$ cat src/rtl/acc_pkg.sv
// Shared constants and types for the 128-bit registered carry-select adder.
// Other files pull these in with import acc_pkg::*.
package acc_pkg;

    localparam int ACC_WIDTH   = 32'd128;
    localparam int ACC_GROUP   = 32'd8;
    localparam int ACC_NGROUPS = ACC_WIDTH / ACC_GROUP;

    typedef logic [ACC_WIDTH-1:0] acc_operand_t;
    typedef logic [ACC_WIDTH:0]   acc_result_t;

endpackage

$ cat src/rtl/acc_csel_group.sv
// One carry-select slice: two GROUP-bit ripple adders (carry-in 0 and 1)
// followed by a mux steered by the incoming carry.
module acc_csel_group
    import acc_pkg::*;
#(
    parameter int GROUP = ACC_GROUP
) (
    input  logic [GROUP-1:0] a,
    input  logic [GROUP-1:0] b,
    input  logic             sel,
    output logic [GROUP-1:0] sum,
    output logic             cout
);

    logic [GROUP-1:0] sum0_s;
    logic [GROUP-1:0] sum1_s;
    logic             cout0_s;
    logic             cout1_s;

    // Both speculative ripple chains, evaluated bit by bit.
    always_comb begin : ripple
        logic c0;
        logic c1;
        c0     = 1'b0;
        c1     = 1'b1;
        sum0_s = {GROUP{1'b0}};
        sum1_s = {GROUP{1'b0}};
        for (int i = 0; i < GROUP; i++) begin
            sum0_s[i] = a[i] ^ b[i] ^ c0;
            sum1_s[i] = a[i] ^ b[i] ^ c1;
            c0        = (a[i] & b[i]) | (c0 & (a[i] ^ b[i]));
            c1        = (a[i] & b[i]) | (c1 & (a[i] ^ b[i]));
        end
        cout0_s = c0;
        cout1_s = c1;
    end

    // Late-arriving carry only drives the select, keeping it off the ripple path.
    always_comb begin : select
        sum  = sel ? sum1_s : sum0_s;
        cout = sel ? cout1_s : cout0_s;
    end

endmodule

$ cat src/rtl/acc128.sv
// Registered WIDTH-bit adder: data_out <= data_in1 + data_in2 + data_cin,
// built from a chain of carry-select groups; WIDTH must be a multiple of GROUP.
module acc128
    import acc_pkg::*;
#(
    parameter int WIDTH = ACC_WIDTH,
    parameter int GROUP = ACC_GROUP
) (
    input  logic             clk,
    input  logic             reset,
    input  logic             enable,
    input  logic             data_cin,
    input  logic [WIDTH-1:0] data_in1,
    input  logic [WIDTH-1:0] data_in2,
    output logic [WIDTH:0]   data_out
);

    localparam int NGROUPS = WIDTH / GROUP;

    logic [WIDTH:0] sum_s;
    logic [WIDTH:0] data_out_r;

    // Group 0 takes the external carry-in directly, so its select-mux output
    // equals a plain ripple add with data_cin.
    for (genvar g = 0; g < NGROUPS; g++) begin : gen_grp
        logic cin_s;
        logic cout_s;

        if (g == 0) begin : gen_first
            assign cin_s = data_cin;
        end else begin : gen_rest
            assign cin_s = gen_grp[g-1].cout_s;
        end

        acc_csel_group #(.GROUP(GROUP)) u_group (
            .a    (data_in1[g*GROUP +: GROUP]),
            .b    (data_in2[g*GROUP +: GROUP]),
            .sel  (cin_s),
            .sum  (sum_s[g*GROUP +: GROUP]),
            .cout (cout_s)
        );
    end

    assign sum_s[WIDTH] = gen_grp[NGROUPS-1].cout_s;

    // Result register: reset wins over enable; otherwise hold.
    always_ff @(posedge clk) begin
        if (reset) begin
            data_out_r <= {(WIDTH+1){1'b0}};
        end else if (enable) begin
            data_out_r <= sum_s;
        end else begin
            data_out_r <= data_out_r;
        end
    end

    assign data_out = data_out_r;

endmodule

$ cat config.mk
export PLATFORM = sky130hd
export DESIGN_NAME = acc128
export DESIGN_NICKNAME = d
export VERILOG_FILES = /design/src/rtl/acc_pkg.sv /design/src/rtl/acc_csel_group.sv /design/src/rtl/acc128.sv
export SDC_FILE = /design/constraint.sdc
export NUM_CORES = 1
export LEC_CHECK = 0
export CAP_MARGIN = 20
export CORE_ASPECT_RATIO = 0.9
export CORE_MARGIN = 1.5
export CORE_UTILIZATION = 38
export DETAILED_ROUTE_END_ITERATION = 12
export PLACE_DENSITY = 0.78
export SETUP_SLACK_MARGIN = 0.15
export SLEW_MARGIN = 10
export SYNTH_ARGS = -nofsm -noshare
export SYNTH_HDL_FRONTEND = slang
export SYNTH_HIERARCHICAL = 1
export SYNTH_SLANG_ARGS = --single-unit
$ cat constraint.sdc
create_clock -name clk -period 45 [get_ports clk]
set_input_delay 4.5 -clock clk [delete_from_list [all_inputs] [get_ports clk]]
set_output_delay 4.5 -clock clk [all_outputs]
set_load 0.05 [all_outputs]
# Word-level counts from Yosys, hierarchy flattened
# Cells that the tools add are included.
dict set report totals {
  latchBits 0
  memories 0
  mem_bits_rw 0
  register_bits 129
  romBits 0
  elab_cells 993
}
dict set report classes {
  reduce_logical 0
  bitwise_logic 960
  magnitude_cmp 0
  div_mod_pow 0
  n_eq_ne 0
  shifts 0
  multipliers 0
  n_addsub 0
  n_mux 32
}
# op count
set op_table {}
lappend op_table {{$and 1x1->1} 352}
lappend op_table {{$xor 1x1->1} 352}
lappend op_table {{$or 1x1->1} 240}
lappend op_table {{$mux 8} 16}
lappend op_table {{$mux 1} 16}
lappend op_table {{$not 1->1} 16}

# Depth between registers and ports, before layout
# Gate-level depths: netlist of the first run.
dict set report logic_depth {
  ltp_word 32
  mapped_depth 197
}

# By module
# Netlist of the first run, hierarchy kept.
# module area_per_inst_um2 cells_per_inst n_inst
set modules_own_cells {}
lappend modules_own_cells {acc128 4678.2 416 1}
lappend modules_own_cells {{acc_csel_group (gen_grp[0].u_group ...)} 232.7 24 15}
lappend modules_own_cells {{acc_csel_group (gen_grp[6].u_group)} 227.7 24 1}

# Worst setup path after synthesis of the first run
# Ideal clock, no wire load.
dict set report synth_path {
  path_type {input port to flip-flop}
  from {input port data_in1[0]}
  to {register data_out_r[127] (netlist: data_out[127])}
  slack_ns 0.163
  path_stages 197
  setup_time_ns 0.065
  arrival_time_ns 44.772
  path_cell_list {ha_1 -> inv_1 -> mux2i_1 -> fa_1 -> fa_1 -> inv_1 -> fa_1 -> inv_1 -> fa_1 -> fa_1 -> fa_1 -> inv_1 -> fa_1 -> inv_1 -> mux2i_1 -> fa_1 -> fa_1 -> inv_1 -> (+161 left out) -> fa_1 -> inv_1 -> fa_1 -> inv_1 -> mux2i_1 -> fa_1 -> fa_1 -> inv_1 -> fa_1 -> inv_1 -> fa_1 -> fa_1 -> fa_1 -> inv_1 -> fa_1 -> inv_1 -> mux2i_1 -> nor2_1}
}
# element line
set synth_rtl {}
lappend synth_rtl {{from (decl)} acc128.sv:13} ;# input logic [WIDTH-1:0] data_in1,
lappend synth_rtl {{to (signal assigned)} acc128.sv:49} ;# data_out_r <= {(WIDTH+1){1'b0}};
lappend synth_rtl {{to (signal assigned)} acc128.sv:51} ;# data_out_r <= sum_s;
lappend synth_rtl {{to (signal assigned)} acc128.sv:53} ;# data_out_r <= data_out_r;
lappend synth_rtl {{to (decl)} acc128.sv:21} ;# logic [WIDTH:0] data_out_r;

==> flow_summary.json, run 1 <==
{
  "area_growth_pct": 58.9,
  "regMostFlops": "data_out",
  "grt_pass1_wl_um": 36100,
  "arrival_ns": 44.49,
  "synth_cell_types": 13,
  "rows": 51,
  "crit_required_ns": 45.34,
  "crit_start": "data_in1[0]",
  "powerDensity_nw_per_um2": 33.5,
  "core_area_um2": 21600,
  "yosysWarnings": 6,
  "firstDrtPassIters": 4,
  "die_h_um": 144,
  "grt_max_degree": 72,
  "ir_drop_mv": 0.0184,
  "crit_fanout": 2,
  "nNetsFinal": 1599,
  "initialDrtViolationCount": 141,
  "gpl.final_weighted_congestion": 0.867,
  "grt.total_usage_pct": 20.6,
  "yosysMostFrequentCell": "inv_1",
  "fillers": 1769,
  "slew_viol_final": 0,
  "dieArea_um2": 23000,
  "overflow": 0,
  "r2r_cells": 2,
  "grt_pass1_vias": 7100,
  "async_flop_share_pct": 0,
  "min_period_ns": 44.14,
  "cts_buffer_depth": 2,
  "cpPeakStageDelay_ns": 0.40,
  "wire_per_inst_um": 15.7,
  "drive_gt1_share_pct": 16.6,
  "tightest_slew_ns": 1.03,
  "multiInputGateArea_um2": 5010,
  "crit_type": "primary input to flip-flop",
  "hp-class": "flip-flop to flip-flop",
  "grt_setup_unrepaired": "yes",
  "p_leak_nw": 6.07,
  "relSlewSlack_pct": 31.2,
  "avgSynthCellArea_um2": 10.5,
  "syn_nets": 1204,
  "avgViaCountPerCell": 4.34,
  "h-tree-depth": 4,
  "finalSetupTns_ns": 0,
  "yosysTopAreaCell": "dfxtp_1",
  "worst-r2r-setup-slack_ns": 44.31,
  "cts_hold_buf": 0,
  "crit_top_cell": "fa_2",
  "clock-sinks": 129,
  "synth_edf_count": 0,
  "fp.dieW_um": 160,
  "largestRegisters": "data_out (129)",
  "clkLatencyLatePin_ns": 0.41,
  "synthFlopType": "dfxtp_1",
  "synth_common_cells": "inv_1, mux2i_1, nor2_1, dfxtp_1, fa_1",
  "routed_wl_um": 23600,
  "cp-endpoint": "data_out[127]",
  "drt_drc_violations_left": 0,
  "timing_hold_violations_final": 0,
  "layout_worst_path_cycle_share_pct": 98.1,
  "whs_ns": 0.492,
  "dp_hpwl_um": 18600,
  "ios": 389,
  "reg2reg_from": "data_out[55]",
  "seq_area_frac_synth_pct": 30.8,
  "largest_register_ffs": 129,
  "start_util_pct": 38.8,
  "finalSetupViolations": 0,
  "synthCells": 800,
  "synth_area_um2": 8400,
  "fin_skew_ns": 0,
  "worstReg2RegEnd": "data_out[55]",
  "regArea_um2": 2580,
  "num_vias": 6507,
  "yosys-top-cells-area": "dfxtp_1, fa_1, mux2i_1",
  "synth_top_area_share_pct": 30.8,
  "outcome": "complete, no violations",
  "ys_ff_latch": 129,
  "antenna_found_initial": 1,
  "cts_tree": "yes",
  "drv_cap": 0,
  "cts_root_buf": "clkbuf_16",
  "clkTransAtPathRegs_ns": 0.06,
  "crit_path_top_delay_cell": "fa_1",
  "io_buffer_count": 388,
  "cts_buffers": 17,
  "antenna_left": 0,
  "setup.worst_path.start_class": "primary input",
  "end_kind": "flip-flop",
  "fmax_mhz": 22.7
}
area by class of cell:
cell class              instances  share of cell area [%]
multi-input cells             435                    37.5
repair buffers                405                    30.1
flip-flops and latches        129                    19.4
inverters                     207                    5.82
clock buffers                  18                    3.22
well taps                     291                    2.73
clock inverters                13                    1.23
diodes                          1                  0.0188
timing repair:
item / CTS / global route
setup endpoints to repair: 10 / 7
cloned: 0 / 0
pin swaps: 8 / 10
buffers inserted: 0 / 0
resized for setup: 80 / 74
metal layers:
| layer | part of all wire, % | global-route usage [%] |
|---|---|---|
| met5 | 0 | 0 |
| met4 | 3.4 | 9.09 |
| met3 | 8.6 | 7.51 |
| met2 | 52 | 38.1 |
| met1 | 36 | 21.0 |
critical path: cells and delay by family:
kind	cells	cell delay, ns
buffers and inverters	66	4.02
muxes	16	2.10
and+or+nand+nor	2	0.21
adders and majority gates	113	33.61
AOI/OAI and AO/OA	1	0.05
worst min path at each step:
stage / startpoint / endpoint / depth (start not counted)
final: data_out[82] / data_out[82] / 2
after global routing: data_out[115] / data_out[115] / 2
after CTS: data_out[18] / data_out[18] / 2
after detailed placement: data_out[52] / data_out[52] / 2
after global placement: data_out[33] / data_out[33] / 2
after floorplan: data_out[0] / data_out[0] / 2
where the power goes:
group	total [mW]	switching, mW	internal (mW)
Sequential	0.134	0.00672	0.127
Combinational	0.171	0.0957	0.0753
Clock	0.141	0.0544	0.0869
Total	0.447	0.157	0.290
logic make-up after synthesis:
| group | count (synthesis) | synth area share (%) |
|---|---|---|
| fa+ha+maj | 144 | 31.5 |
| mux | 144 | 17.2 |
| buf+inv | 236 | 13.1 |
| compound gates | 1 | 0.0595 |
| xor+xnor | 16 | 1.67 |
| simple gates | 130 | 5.81 |
| flops | 129 | 30.8 |
cells in the final DEF, fill, tap and decap left out, types with 2 or more instances in the layout:
master	netlist	routed
mux2i_1	144	135
clkdlybuf4s50_1	0	383
fa_1	112	12
bufinv_16	0	3
dfxtp_1	129	129
inv_2	0	39
fa_2	0	100
clkbuf_16	0	17
mux2i_2	0	9
clkinv_4	0	2
dlymetal6s2s_1	0	2
nor2_1	130	129
buf_4	2	18
clkinvlp_4	0	5
clkinv_2	0	2
ha_1	32	31
xor2_1	16	16
inv_1	207	168
per-stage QoR:
step	total power, mW	utilization, %	cells	area [µm²]	setup WS [ns]
after floorplan	0.234	-	800	8400	0.163
after global placement	0.299	57.6	1467	12500	-2.23
after detailed placement	0.302	57.6	1467	12500	-3.07
after CTS	0.450	61.1	1498	13200	-0.00676
after global routing	0.471	61.7	1499	13300	-0.526
final	0.447	61.7	1499	13300	0.856
Note: power is estimated with default switching activity, not from simulation.
==> run 2: changes to the inputs <==
--- a/config.mk
+++ b/config.mk
@@ -8,12 +8,11 @@
 export CAP_MARGIN = 20
 export CORE_ASPECT_RATIO = 0.9
 export CORE_MARGIN = 1.5
-export CORE_UTILIZATION = 38
+export CORE_UTILIZATION = 37
 export DETAILED_ROUTE_END_ITERATION = 12
-export PLACE_DENSITY = 0.78
+export PLACE_DENSITY = 0.77
 export SETUP_SLACK_MARGIN = 0.15
 export SLEW_MARGIN = 10
 export SYNTH_ARGS = -nofsm -noshare
 export SYNTH_HDL_FRONTEND = slang
-export SYNTH_HIERARCHICAL = 1
 export SYNTH_SLANG_ARGS = --single-unit
==> flow_summary.json, run 2 <==
{
  "gpl.final_weighted_congestion": 0.817,
  "final_cell_mix": "clkdlybuf4s50_1, dfxtp_1, nor2_1",
  "layout_worst_path_cycle_share_pct": 98.9,
  "finalSetupTns_ns": 0,
  "overflow": 0,
  "setup.worst_path.start_class": "primary input",
  "final_common_cell": "clkdlybuf4s50_1",
  "ir_drop_mv": 0.0228,
  "worst-path-buf-inv": 19,
  "start_util_pct": 37.8,
  "multiInputGateArea_um2": 5010,
  "routed_wl_um": 23300,
  "top_layer": "met4",
  "fin_skew_ns": 0,
  "yosys-top-cells-area": "dfxtp_1, fa_1, mux2i_1",
  "clkTransAtPathRegs_ns": 0.06,
  "area_growth_pct": 64.8,
  "antenna_left": 0,
  "whs_ns": 0.478,
  "yosysTopAreaCell": "dfxtp_1",
  "rows": 50,
  "fillers": 1713,
  "clkPwrFrac_pct": 32.9,
  "drv_cap": 0,
  "p_leak_nw": 5.39,
  "cts_tree": "yes",
  "crit_path_top_delay_cell": "fa_2",
  "clock-sinks": 129,
  "wl_met3_um": 2220,
  "largest_register_ffs": 129,
  "intPower_mw": 0.297,
  "cts_buffer_depth": 2,
  "core_area_um2": 20900,
  "synthCells": 693,
  "relSlewSlack_pct": 38.3,
  "cpPeakStageDelay_ns": 0.42,
  "p_sw_mw": 0.153,
  "grt_pass1_wl_um": 35400,
  "dieArea_um2": 22300,
  "crit_fanout": 2,
  "arrival_ns": 44.85,
  "yosysMostFrequentCell": "dfxtp_1",
  "crit_type": "primary input to flip-flop",
  "synth_area_um2": 7910,
  "regArea_um2": 2580,
  "avgViaCountPerCell": 4.48,
  "synth_edf_count": 0,
  "ys_ff_latch": 129,
  "powerDensity_nw_per_um2": 34.6,
  "fin_cells": 1397,
  "grt_pass1_vias": 6724,
  "cts_root_buf": "clkbuf_16",
  "fmax_mhz": 22.5,
  "synth_top_area_share_pct": 32.7,
  "min_period_ns": 44.52,
  "synth_cell_types": 19,
  "syn_nets": 1097,
  "wl_met2_um": 12300,
  "h-tree-depth": 4,
  "hp-class": "flip-flop to flip-flop",
  "grt_max_degree": 90,
  "pwr-share-comb_pct": 37.4,
  "async_flop_share_pct": 0,
  "cpLargestDelayFamily": "adder cells",
  "grt_setup_unrepaired": "yes",
  "end_kind": "flip-flop",
  "drive_gt1_share_pct": 18.9,
  "seq_area_frac_synth_pct": 32.7,
  "drt_drc_violations_left": 0,
  "nNetsFinal": 1502,
  "yosysWarnings": 0,
  "wire_per_inst_um": 16.7,
  "crit_top_cell": "fa_2",
  "io_buffer_count": 388,
  "cts_buffers": 17,
  "crit_required_ns": 45.33,
  "met1_length_um": 8340,
  "clkLatencyLatePin_ns": 0.41,
  "synth_common_cells": "dfxtp_1, nor2_1, fa_1, mux2i_1, inv_1",
  "regMostFlops": "data_out",
  "ios": 389,
  "firstDrtPassIters": 4,
  "swShare_pct": 34.0,
  "grt.total_usage_pct": 21.1,
  "dp_hpwl_um": 18500,
  "outcome": "complete, no violations",
  "synthFlopType": "dfxtp_1",
  "fp.dieW_um": 157,
  "die_h_um": 142,
  "utilization_pct": 62.4,
  "largestRegisters": "data_out (129)",
  "slew_viol_final": 0,
  "tightest_slew_ns": 0.926,
  "p_total_mw": 0.450,
  "num_vias": 6262,
  "finalSetupViolations": 0,
  "timing_hold_violations_final": 0,
  "initialDrtViolationCount": 153,
  "pwr-share-seq_pct": 29.8,
  "antenna_found_initial": 1,
  "place_inst": 1352,
  "avgSynthCellArea_um2": 11.4,
  "cts_hold_buf": 0
}
[run 2: cells by family after synthesis]
logic type	count (synthesis)	share of synthesized area (%)
compound gates	39	3.35
simple gates	136	6.93
flops	129	32.7
xor+xnor	16	1.77
fa+ha+maj	144	33.4
buf+inv	123	8.43
mux	106	13.4
[run 2: layout make-up]
class | count | area share (%)
multi-input cells | 441 | 38.4
repair buffers | 418 | 31.5
flip-flops and latches | 129 | 19.8
clock buffers | 19 | 3.40
well taps | 286 | 2.75
inverters | 91 | 2.62
clock inverters | 12 | 1.40
diodes | 1 | 0.0192
[run 2: metrics by stage]
step           worst slack, ns  instance area (µm²)
3_3_place_gp             -1.33                12100
4_1_cts                 -0.112                12900
2_1_floorplan            0.151                 8090
5_1_grt                 -0.542                13000
6_report                 0.483                13000
3_5_place_dp             -1.89                12100
[run 2: worst reg2reg max path, cell delays in order, from the launching register on]
cell,delay (ns)
dfxtp_1,0.39
nor2_1,0.06
a211oi_1,0.20
[run 2: what timing repair did]
item                       CTS  global route
cloned                       0             0
buffers inserted             8             5
pin swaps                   21            37
setup endpoints to repair    6             5
resized for setup           43            41
[run 2: layer usage]
metal	track usage, %	up-vias
met1	22.0	2989
met3	7.42	31
met2	39.4	251
met4	6.65	0
met5	0	-
li1	-	2991
[run 2: final timing paths]
kind | cells after the start | startpoint | end | slack, ns
worst max-delay path | 149 | data_in1[0] | data_out[127] | 0.48
worst min-delay path | 2 | data_out[103] | data_out[103] | 0.48
worst max register to register | 2 | data_out[71] | data_out[71] | 44.27
worst min register to register | 2 | data_out[103] | data_out[103] | 0.48
[run 2: power groups by stage]
stage	clock network, mW	logic, mW	registers [mW]
after floorplan	0	0.0492	0.180
after global placement	0	0.161	0.136
after detailed placement	0	0.163	0.136
after CTS	0.152	0.167	0.134
after global routing	0.157	0.181	0.136
final	0.148	0.168	0.134
